**config.mk**
```make
export PLATFORM = sky130hd
export DESIGN_NAME = bus_arbiter
export DESIGN_NICKNAME = d
export VERILOG_FILES = /design/src/rtl/bus_arbiter.sv
export SDC_FILE = /design/constraint.sdc
export NUM_CORES = 1
export LEC_CHECK = 0
export BUFFER_PORTS_ARGS = -buffer_cell sky130_fd_sc_hd__buf_4
export CORE_MARGIN = 3
export CORE_UTILIZATION = 35
export DETAILED_ROUTE_END_ITERATION = 8
export GPL_TIMING_DRIVEN = 0
export PLACE_DENSITY = 0.75
export SLEW_MARGIN = 20
export SYNTH_ARGS = -nofsm -noshare
export SYNTH_HDL_FRONTEND = slang
export SYNTH_SLANG_ARGS = --single-unit
```
**constraint.sdc**
```tcl
create_clock -name i_clock -period 1.6 [get_ports i_clock]
set_clock_uncertainty 0.2 [all_clocks]
set_input_delay 0.4 -clock i_clock [delete_from_list [all_inputs] [get_ports i_clock]]
set_output_delay 0.4 -clock i_clock [all_outputs]
set_load 0.05 [all_outputs]
```
**src/rtl/bus_arbiter.sv**
```systemverilog
// Two-port (instruction/data) arbiter onto a single unified memory bus.
// One access in flight at a time; contention is resolved by alternating grants.
module bus_arbiter #(
    parameter int ADDR_WIDTH = 32,
    parameter int DATA_WIDTH = 32
) (
    input  logic                    i_clock,
    input  logic                    i_reset,
    input  logic [ADDR_WIDTH-1:0]   i_inst_addr,
    input  logic                    i_inst_re,
    output logic [DATA_WIDTH-1:0]   o_inst_inst,
    output logic                    o_inst_busy,
    input  logic [ADDR_WIDTH-1:0]   i_data_addr,
    input  logic                    i_data_re,
    input  logic                    i_data_we,
    input  logic [DATA_WIDTH/8-1:0] i_data_be,
    input  logic [DATA_WIDTH-1:0]   i_data_wdata,
    output logic [DATA_WIDTH-1:0]   o_data_rdata,
    output logic                    o_data_busy,
    output logic [ADDR_WIDTH-1:0]   o_mem_addr,
    output logic                    o_mem_re,
    output logic                    o_mem_we,
    output logic [DATA_WIDTH/8-1:0] o_mem_be,
    output logic [DATA_WIDTH-1:0]   o_mem_wdata,
    input  logic [DATA_WIDTH-1:0]   i_mem_rdata,
    input  logic                    i_mem_ready
);

    localparam int BE_WIDTH = DATA_WIDTH / 8;

    typedef enum logic [2:0] {
        IDLE   = 3'd0,
        BUSY_I = 3'd1,
        BUSY_D = 3'd2,
        DONE_I = 3'd3,
        DONE_D = 3'd4
    } state_e;

    typedef enum logic {
        GRANT_INST = 1'b0,
        GRANT_DATA = 1'b1
    } grant_e;

    state_e                  state_q, state_d;
    grant_e                  last_grant_q, last_grant_d;
    logic [ADDR_WIDTH-1:0]   mem_addr_q, mem_addr_d;
    logic                    mem_re_q, mem_re_d;
    logic                    mem_we_q, mem_we_d;
    logic [BE_WIDTH-1:0]     mem_be_q, mem_be_d;
    logic [DATA_WIDTH-1:0]   mem_wdata_q, mem_wdata_d;
    logic [DATA_WIDTH-1:0]   inst_q, inst_d;
    logic [DATA_WIDTH-1:0]   rdata_q, rdata_d;

    logic inst_pend;
    logic data_pend;

    assign inst_pend = i_inst_re;
    assign data_pend = i_data_re | i_data_we;

    always_comb begin
        state_d      = state_q;
        last_grant_d = last_grant_q;
        mem_addr_d   = mem_addr_q;
        mem_re_d     = mem_re_q;
        mem_we_d     = mem_we_q;
        mem_be_d     = mem_be_q;
        mem_wdata_d  = mem_wdata_q;
        inst_d       = inst_q;
        rdata_d      = rdata_q;

        unique case (state_q)
            IDLE: begin
                // Under contention the port that lost last time wins.
                if (inst_pend && (!data_pend || last_grant_q == GRANT_DATA)) begin
                    state_d      = BUSY_I;
                    last_grant_d = GRANT_INST;
                    mem_addr_d   = i_inst_addr;
                    mem_re_d     = 1'b1;
                    mem_we_d     = 1'b0;
                    mem_be_d     = '1;
                    mem_wdata_d  = '0;
                end else if (data_pend) begin
                    state_d      = BUSY_D;
                    last_grant_d = GRANT_DATA;
                    mem_addr_d   = i_data_addr;
                    // A combined read+write request is issued as a plain write.
                    mem_re_d     = i_data_re & ~i_data_we;
                    mem_we_d     = i_data_we;
                    mem_be_d     = i_data_be;
                    mem_wdata_d  = i_data_wdata;
                end
            end
            BUSY_I: begin
                if (i_mem_ready) begin
                    state_d  = DONE_I;
                    mem_re_d = 1'b0;
                    mem_we_d = 1'b0;
                    inst_d   = i_mem_rdata;
                end
            end
            BUSY_D: begin
                if (i_mem_ready) begin
                    state_d  = DONE_D;
                    mem_re_d = 1'b0;
                    mem_we_d = 1'b0;
                    if (!mem_we_q) begin
                        rdata_d = i_mem_rdata;
                    end
                end
            end
            DONE_I, DONE_D: begin
                state_d = IDLE;
            end
            default: begin
                state_d = IDLE;
            end
        endcase
    end

    always_ff @(posedge i_clock) begin
        if (i_reset) begin
            state_q      <= IDLE;
            last_grant_q <= GRANT_INST;
            mem_addr_q   <= '0;
            mem_re_q     <= 1'b0;
            mem_we_q     <= 1'b0;
            mem_be_q     <= '0;
            mem_wdata_q  <= '0;
            inst_q       <= '0;
            rdata_q      <= '0;
        end else begin
            state_q      <= state_d;
            last_grant_q <= last_grant_d;
            mem_addr_q   <= mem_addr_d;
            mem_re_q     <= mem_re_d;
            mem_we_q     <= mem_we_d;
            mem_be_q     <= mem_be_d;
            mem_wdata_q  <= mem_wdata_d;
            inst_q       <= inst_d;
            rdata_q      <= rdata_d;
        end
    end

    assign o_mem_addr   = mem_addr_q;
    assign o_mem_re     = mem_re_q;
    assign o_mem_we     = mem_we_q;
    assign o_mem_be     = mem_be_q;
    assign o_mem_wdata  = mem_wdata_q;
    assign o_inst_inst  = inst_q;
    assign o_data_rdata = rdata_q;

    // Busy drops only in the single completion cycle of the matching port.
    assign o_inst_busy = inst_pend & (state_q != DONE_I);
    assign o_data_busy = data_pend & (state_q != DONE_D);

endmodule

```
==> results of run 1 <==
cell families (layout without fill, tap and decap cells):
kind of cell           after synthesis  in the layout  share of synthesized area (%)
flip-flops                         138            138                           49.7
XOR/XNOR                             1              1                          0.158
AO/OA/AOI/OAI                      274            274                           28.1
buffers and inverters               82            426                           6.30
AND/OR/NAND/NOR                    177            177                           15.6
multiplexers                         1              1                          0.180
cell type report:
| cell class | count | area (um^2) | share of cell area [%] |
|---|---|---|---|
| plain buffers | 74 | 591 | 5.47 |
| clock buffers | 19 | 453 | 4.20 |
| clock inverters | 12 | 149 | 1.38 |
| inverters | 4 | 15.0 | 0.139 |
| multi-input cells | 453 | 3440 | 31.8 |
| flip-flops and latches | 138 | 2820 | 26.2 |
| well taps | 211 | 264 | 2.45 |
| repair buffers | 317 | 3060 | 28.4 |
timing repair:
item | CTS | global route
hold buffers | 0 | 0
endpoints found under the hold margin | 0 | 0
buffers inserted | 23 | 16
pin swaps | 27 | 107
gates cloned | 7 | 7
setup endpoints to repair | 142 | 202
gates resized for setup | 159 | 343
power breakdown:
group          switching [mW]  total (mW)  internal (mW)
Combinational            2.69        4.71           2.02
Sequential              0.292        4.08           3.79
Clock                    1.54        4.06           2.52
Total                    4.52        12.9           8.33
worst max path at each step:
stage	end	depth (start not counted)
floorplan	o_mem_re	5
global placement	o_mem_wdata[8]	4
detailed placement	o_mem_wdata[6]	4
CTS	o_data_busy	3
global route	o_data_busy	3
finish	o_data_busy	3
cells in the final DEF, fill, tap and decap left out, types with 10 or more instances in the layout:
cell type,n
a311oi_1,15
clkbuf_16,24
nand2_1,41
dfxtp_2,41
buf_4,189
o21ai_2,56
o21ai_4,10
a21oi_1,59
dfxtp_1,95
clkbuf_1,25
o21ai_0,32
a21oi_2,72
clkbuf_2,12
nand2_4,15
buf_6,121
nand3_1,93
buf_8,22
a311oi_2,17
metrics by stage:
step,instance area (um^2),power [mW],instances,util (%)
floorplan,5810,6.27,673,-
global placement,8090,7.39,1153,52.6
detailed placement,8090,7.42,1153,52.6
CTS,9420,12.0,1213,61.3
global route,10800,13.3,1228,70.2
finish,10800,12.9,1228,70.2
registers in the layout (all words and copies together), names as in the netlist:
| name | count |
|---|---|
| o_mem_be | 4 |
| o_inst_inst | 32 |
| o_data_rdata | 32 |
| o_mem_we | 1 |
| state_q | 3 |
| o_mem_re | 1 |
| o_mem_wdata | 32 |
| last_grant_q | 1 |
| o_mem_addr | 32 |
worst max-delay path, stage by stage (launching register included):
cell and delay, ps:
dfxtp_4 350, buf_8 120, o32a_4 370, buf_12 150
routing by layer:
metal | part of all wire, % | GRT usage, % | routed length (um) | up-vias
met5 | 0 | 0 | 0 | -
met4 | 2.0 | 6.36 | 463 | 0
met3 | 6.8 | 8.51 | 1590 | 39
met2 | 52 | 40.6 | 12200 | 229
met1 | 39 | 27.9 | 9110 | 3220
li1 | - | - | - | 3121
==> results.cfg, run 1 <==
[status]
status = complete, but fails checks
violations = setup timing

[clock_tree]
clock_latency_ps = 420
clk_pin_slew_ps = 60
clockBufferDepth = 2
cts_sinks = 138
htreeDepth = 4
cts_buffers = 17
cts_root_buf = clkbuf_16
cts_tree = yes

[critical_path]
startpoint_type = register
timing.rr.start = state_q[2]
cp-end-kind = output pin
r2r_slack_ps = -330
rr_endpoint = o_data_rdata[29]
reg2reg_depth = 5
path_class = register to output pin
arrival_ps = 1410
cp.required_ps = 1000
startpoint = state_q[0]
crit_fanout = 5

[logic_synthesis]
synth.most_common_cell = dfxtp_1
synth_warnings = 0
synthArstFlopShare_pct = 0
ys_types = 40
synth_ff_type = dfxtp_1
synth.top_cell.area_share_pct = 49.7
synthTopCellsByArea = dfxtp_1, a21oi_1, nand3_1, o21ai_0, a311oi_1
yosysTopAreaCell = dfxtp_1
synth_edf_count = 0
seq_area_frac_synth_pct = 49.7
syn-cell-area_um2 = 5560
synthCells = 673
avgSynthCellArea_um2 = 8.26
synth.net_count = 811
synth.top_cells.by_count = dfxtp_1, a21oi_1, nand3_1
ys_ff_latch = 138

[sta]
finalSetupViolCount = 138
fmax_mhz = 498
worst_slack_ps = -408
fin_tns_setup_ps = -29060
tightest_slew_ps = 1020
period_share_pct = 125
timing.hold.ws_ps = 24.3
relSlewSlack_pct = 31.7
maxSlewViolCount = 0
finalHoldViolCount = 0
fin_crit_ps = 2010
grt_setup_unrepaired = true

[routing]
drc_errors = 0
firstDrtPassIters = 4
antenna_left = 0
drt_iter0_markers = 275
wirelength_mm = 23.3
vias = 6609
viasPerCell = 5.38
wl_per_cell_um = 19.0

[finish]
diodes = 0
syn_to_final_growth_pct = 94.1
finish.net_count = 1143
fillers = 1131
drive_above_1_share_pct = 63.1

[grt]
grt_remaining_overflow = 0
grt_max_degree = 17
grt_pass1_vias = 6353
grt.total_usage_pct = 23.6
antenna_found_initial = 0
grt_pass1_wl_mm = 33.5

[hold_path]
hold_class = input pin to register
min_to = o_mem_wdata[21]
hold_start = i_data_wdata[21]
hold_depth = 3

[die]
pin_count = 274
num_rows = 45
dieArea_um2 = 17400
die_w_um = 132
core_area_um2 = 15400
initial_core_util_pct = 36.2
die_h_um = 132

[placement]
gp_congestion = 0.811
pre_cts_slack_ps = -803
dp_hpwl_mm = 14.8
io_buffers = 269

[pwr]
power.density_nw_per_um2 = 1190
peakVddDrop_mv = 0.904
power_leakage_nw = 4.32

[flow_run]
cap_viol_max_count = 0
No activity file was read; power rests on OpenSTA's default activity.
==> inputs of run 2 (changes only) <==
--- a/config.mk
+++ b/config.mk
@@ -6,11 +6,11 @@
 export NUM_CORES = 1
 export LEC_CHECK = 0
 export BUFFER_PORTS_ARGS = -buffer_cell sky130_fd_sc_hd__buf_4
-export CORE_MARGIN = 3
-export CORE_UTILIZATION = 35
+export CORE_MARGIN = 2
+export CORE_UTILIZATION = 41
 export DETAILED_ROUTE_END_ITERATION = 8
 export GPL_TIMING_DRIVEN = 0
-export PLACE_DENSITY = 0.75
+export PLACE_DENSITY = 0.85
 export SLEW_MARGIN = 20
 export SYNTH_ARGS = -nofsm -noshare
 export SYNTH_HDL_FRONTEND = slang
==> run 2 against run 1 <==
Effect of this change: the flow still finishes with violations (setup timing); setup slack gained 0.98 ps; global-route usage grew 5.3 points; fmax is essentially flat; critical path depth is the same; critical endpoint unchanged.
==> results.cfg, run 2 (same netlist as run 1, synthesis figures left out) <==
[hold_path]
hold_start = i_mem_rdata[13]
min_to = o_inst_inst[13]
hold_depth = 3
hold_class = input pin to register

[sta]
finalSetupViolCount = 140
fin_crit_ps = 2010
finalHoldViolCount = 0
period_share_pct = 125
grt_setup_unrepaired = true
worst_slack_ps = -407
relSlewSlack_pct = 35.1
tightest_slew_ps = 974
fmax_mhz = 498
timing.hold.ws_ps = 35.4
fin_tns_setup_ps = -29150
maxSlewViolCount = 0

[pwr]
power.density_nw_per_um2 = 1220
peakVddDrop_mv = 1.27
power_leakage_nw = 4.48

[critical_path]
cp-end-kind = output pin
crit_chain = buf_6 -> o32a_4 -> buf_12
startpoint_type = register
cpMaxStageDelayCell = o32a_4
path_class = register to output pin
arrival_ps = 1410
cp.required_ps = 1000
cp_num_buf_inv = 2
rr_endpoint = o_mem_wdata[16]
max_stage_delay_ps = 370
r2r_slack_ps = -320
timing.rr.start = state_q[2]
crit_fanout = 4
reg2reg_depth = 10
critical_path.top_delay_family = compound AO/OA/AOI/OAI gates

[clock_tree]
clockBufferDepth = 2
htreeDepth = 4
cts_tree = yes
clk_pin_slew_ps = 60
cts_buffers = 17
cts_root_buf = clkbuf_16
hold_buffers = 0
clock_latency_ps = 420
cts_sinks = 138

[placement]
place_area_um2 = 8050
dp_hpwl_mm = 14.0
gp_congestion = 0.866
io_buffers = 269

[grt]
grt_pass1_wl_mm = 33.1
grt_max_degree = 17
grt_pass1_vias = 6554
grt_remaining_overflow = 0
antenna_found_initial = 0
grt.total_usage_pct = 28.9

[die]
dieArea_um2 = 14500
num_rows = 42
pin_count = 274
die_h_um = 120
die_w_um = 120
core_area_um2 = 13200
initial_core_util_pct = 42.0

[finish]
drive_above_1_share_pct = 63.3
final_common_cell = buf_4
syn_to_final_growth_pct = 98.8
utilization_pct = 83.4
most-common-layout-cells = buf_4, dfxtp_1, buf_6
diodes = 0
postLayoutCellArea_um2 = 11000
finish.net_count = 1160

[routing]
wirelength_mm = 26.2
drc_errors = 0
vias = 7111
viasPerCell = 5.87
wl_per_cell_um = 21.6
antenna_left = 0
drt_iter0_markers = 599
firstDrtPassIters = 7

[status]
status = complete, but fails checks
violations = setup timing

[flow_run]
cap_viol_max_count = 0
-- run 2: changes by cell type in the layout (fill, tap and decap cells not counted), moves of 4 or more --
cell and change:
buf_4 +17, buf_6 -15, dfxtp_1 +14, dfxtp_2 -13, buf_8 +12, a21oi_1 -10
a21oi_2 +9, a311oi_1 +9, a311oi_2 -9, nand3_1 -8, nand3_2 +6, clkbuf_8 +4
nand2_1 -4
-- run 2: repair_timing --
item / in CTS / in global routing
pin swaps: 94 / 104
buffers inserted: 31 / 17
cloned: 13 / 7
resized for setup: 243 / 272
endpoints found under the setup margin: 145 / 205
-- run 2: worst register-to-register path: cells and delay by family, from the launching register on --
| family | cells | cell delay [ps] |
|---|---|---|
| flip-flops | 1 | 330 |
| AO/OA/AOI/OAI | 1 | 160 |
| AND/OR/NAND/NOR | 2 | 270 |
| buffers and inverters | 7 | 870 |
-- run 2: layout make-up --
type / count / area, um^2
well taps: 176 / 220
multi-input cells: 453 / 3520
clock buffers: 22 / 484
repair buffers: 334 / 3210
flip-flops and latches: 138 / 2800
fillers: 750 / 2190
inverters: 4 / 15.0
clock inverters: 10 / 161
plain buffers: 74 / 639
-- run 2: power by group --
group	total, mW	internal [mW]	leakage (nW)	switching (mW)
clock	4.31	2.78	0.317	1.53
sequential	4.09	3.78	1.14	0.307
combinational	5.08	2.22	3.02	2.86
-- run 2: per-layer routing --
| metal | GRT usage (%) | up-vias | wire, um |
|---|---|---|---|
| met2 | 51.7 | 402 | 13600 |
| met4 | 10.2 | 0 | 1020 |
| met1 | 32.7 | 3468 | 9480 |
| met5 | 0 | - | 0 |
| met3 | 8.44 | 86 | 2070 |
| li1 | - | 3155 | - |
-- run 2: how the worst max path moves through the flow --
stage               startpoint              end  slack, ps  cells after the start
floorplan           state_q[2]         o_mem_re        -90                      5
global placement       i_reset   o_mem_wdata[8]       -740                      4
detailed placement     i_reset  o_mem_wdata[29]       -770                      4
CTS                 state_q[0]      o_data_busy       -400                      3
global route        state_q[1]      o_data_busy       -430                      3
finish              state_q[0]      o_data_busy       -410                      3
-- run 2: through the flow --
step | power [mW] | std cells | setup WS, ps
finish | 13.5 | 1211 | -407
global route | 13.8 | 1211 | -433
CTS | 12.6 | 1193 | -402
detailed placement | 7.40 | 1118 | -768
global placement | 7.36 | 1118 | -741
floorplan | 6.27 | 673 | -88.5
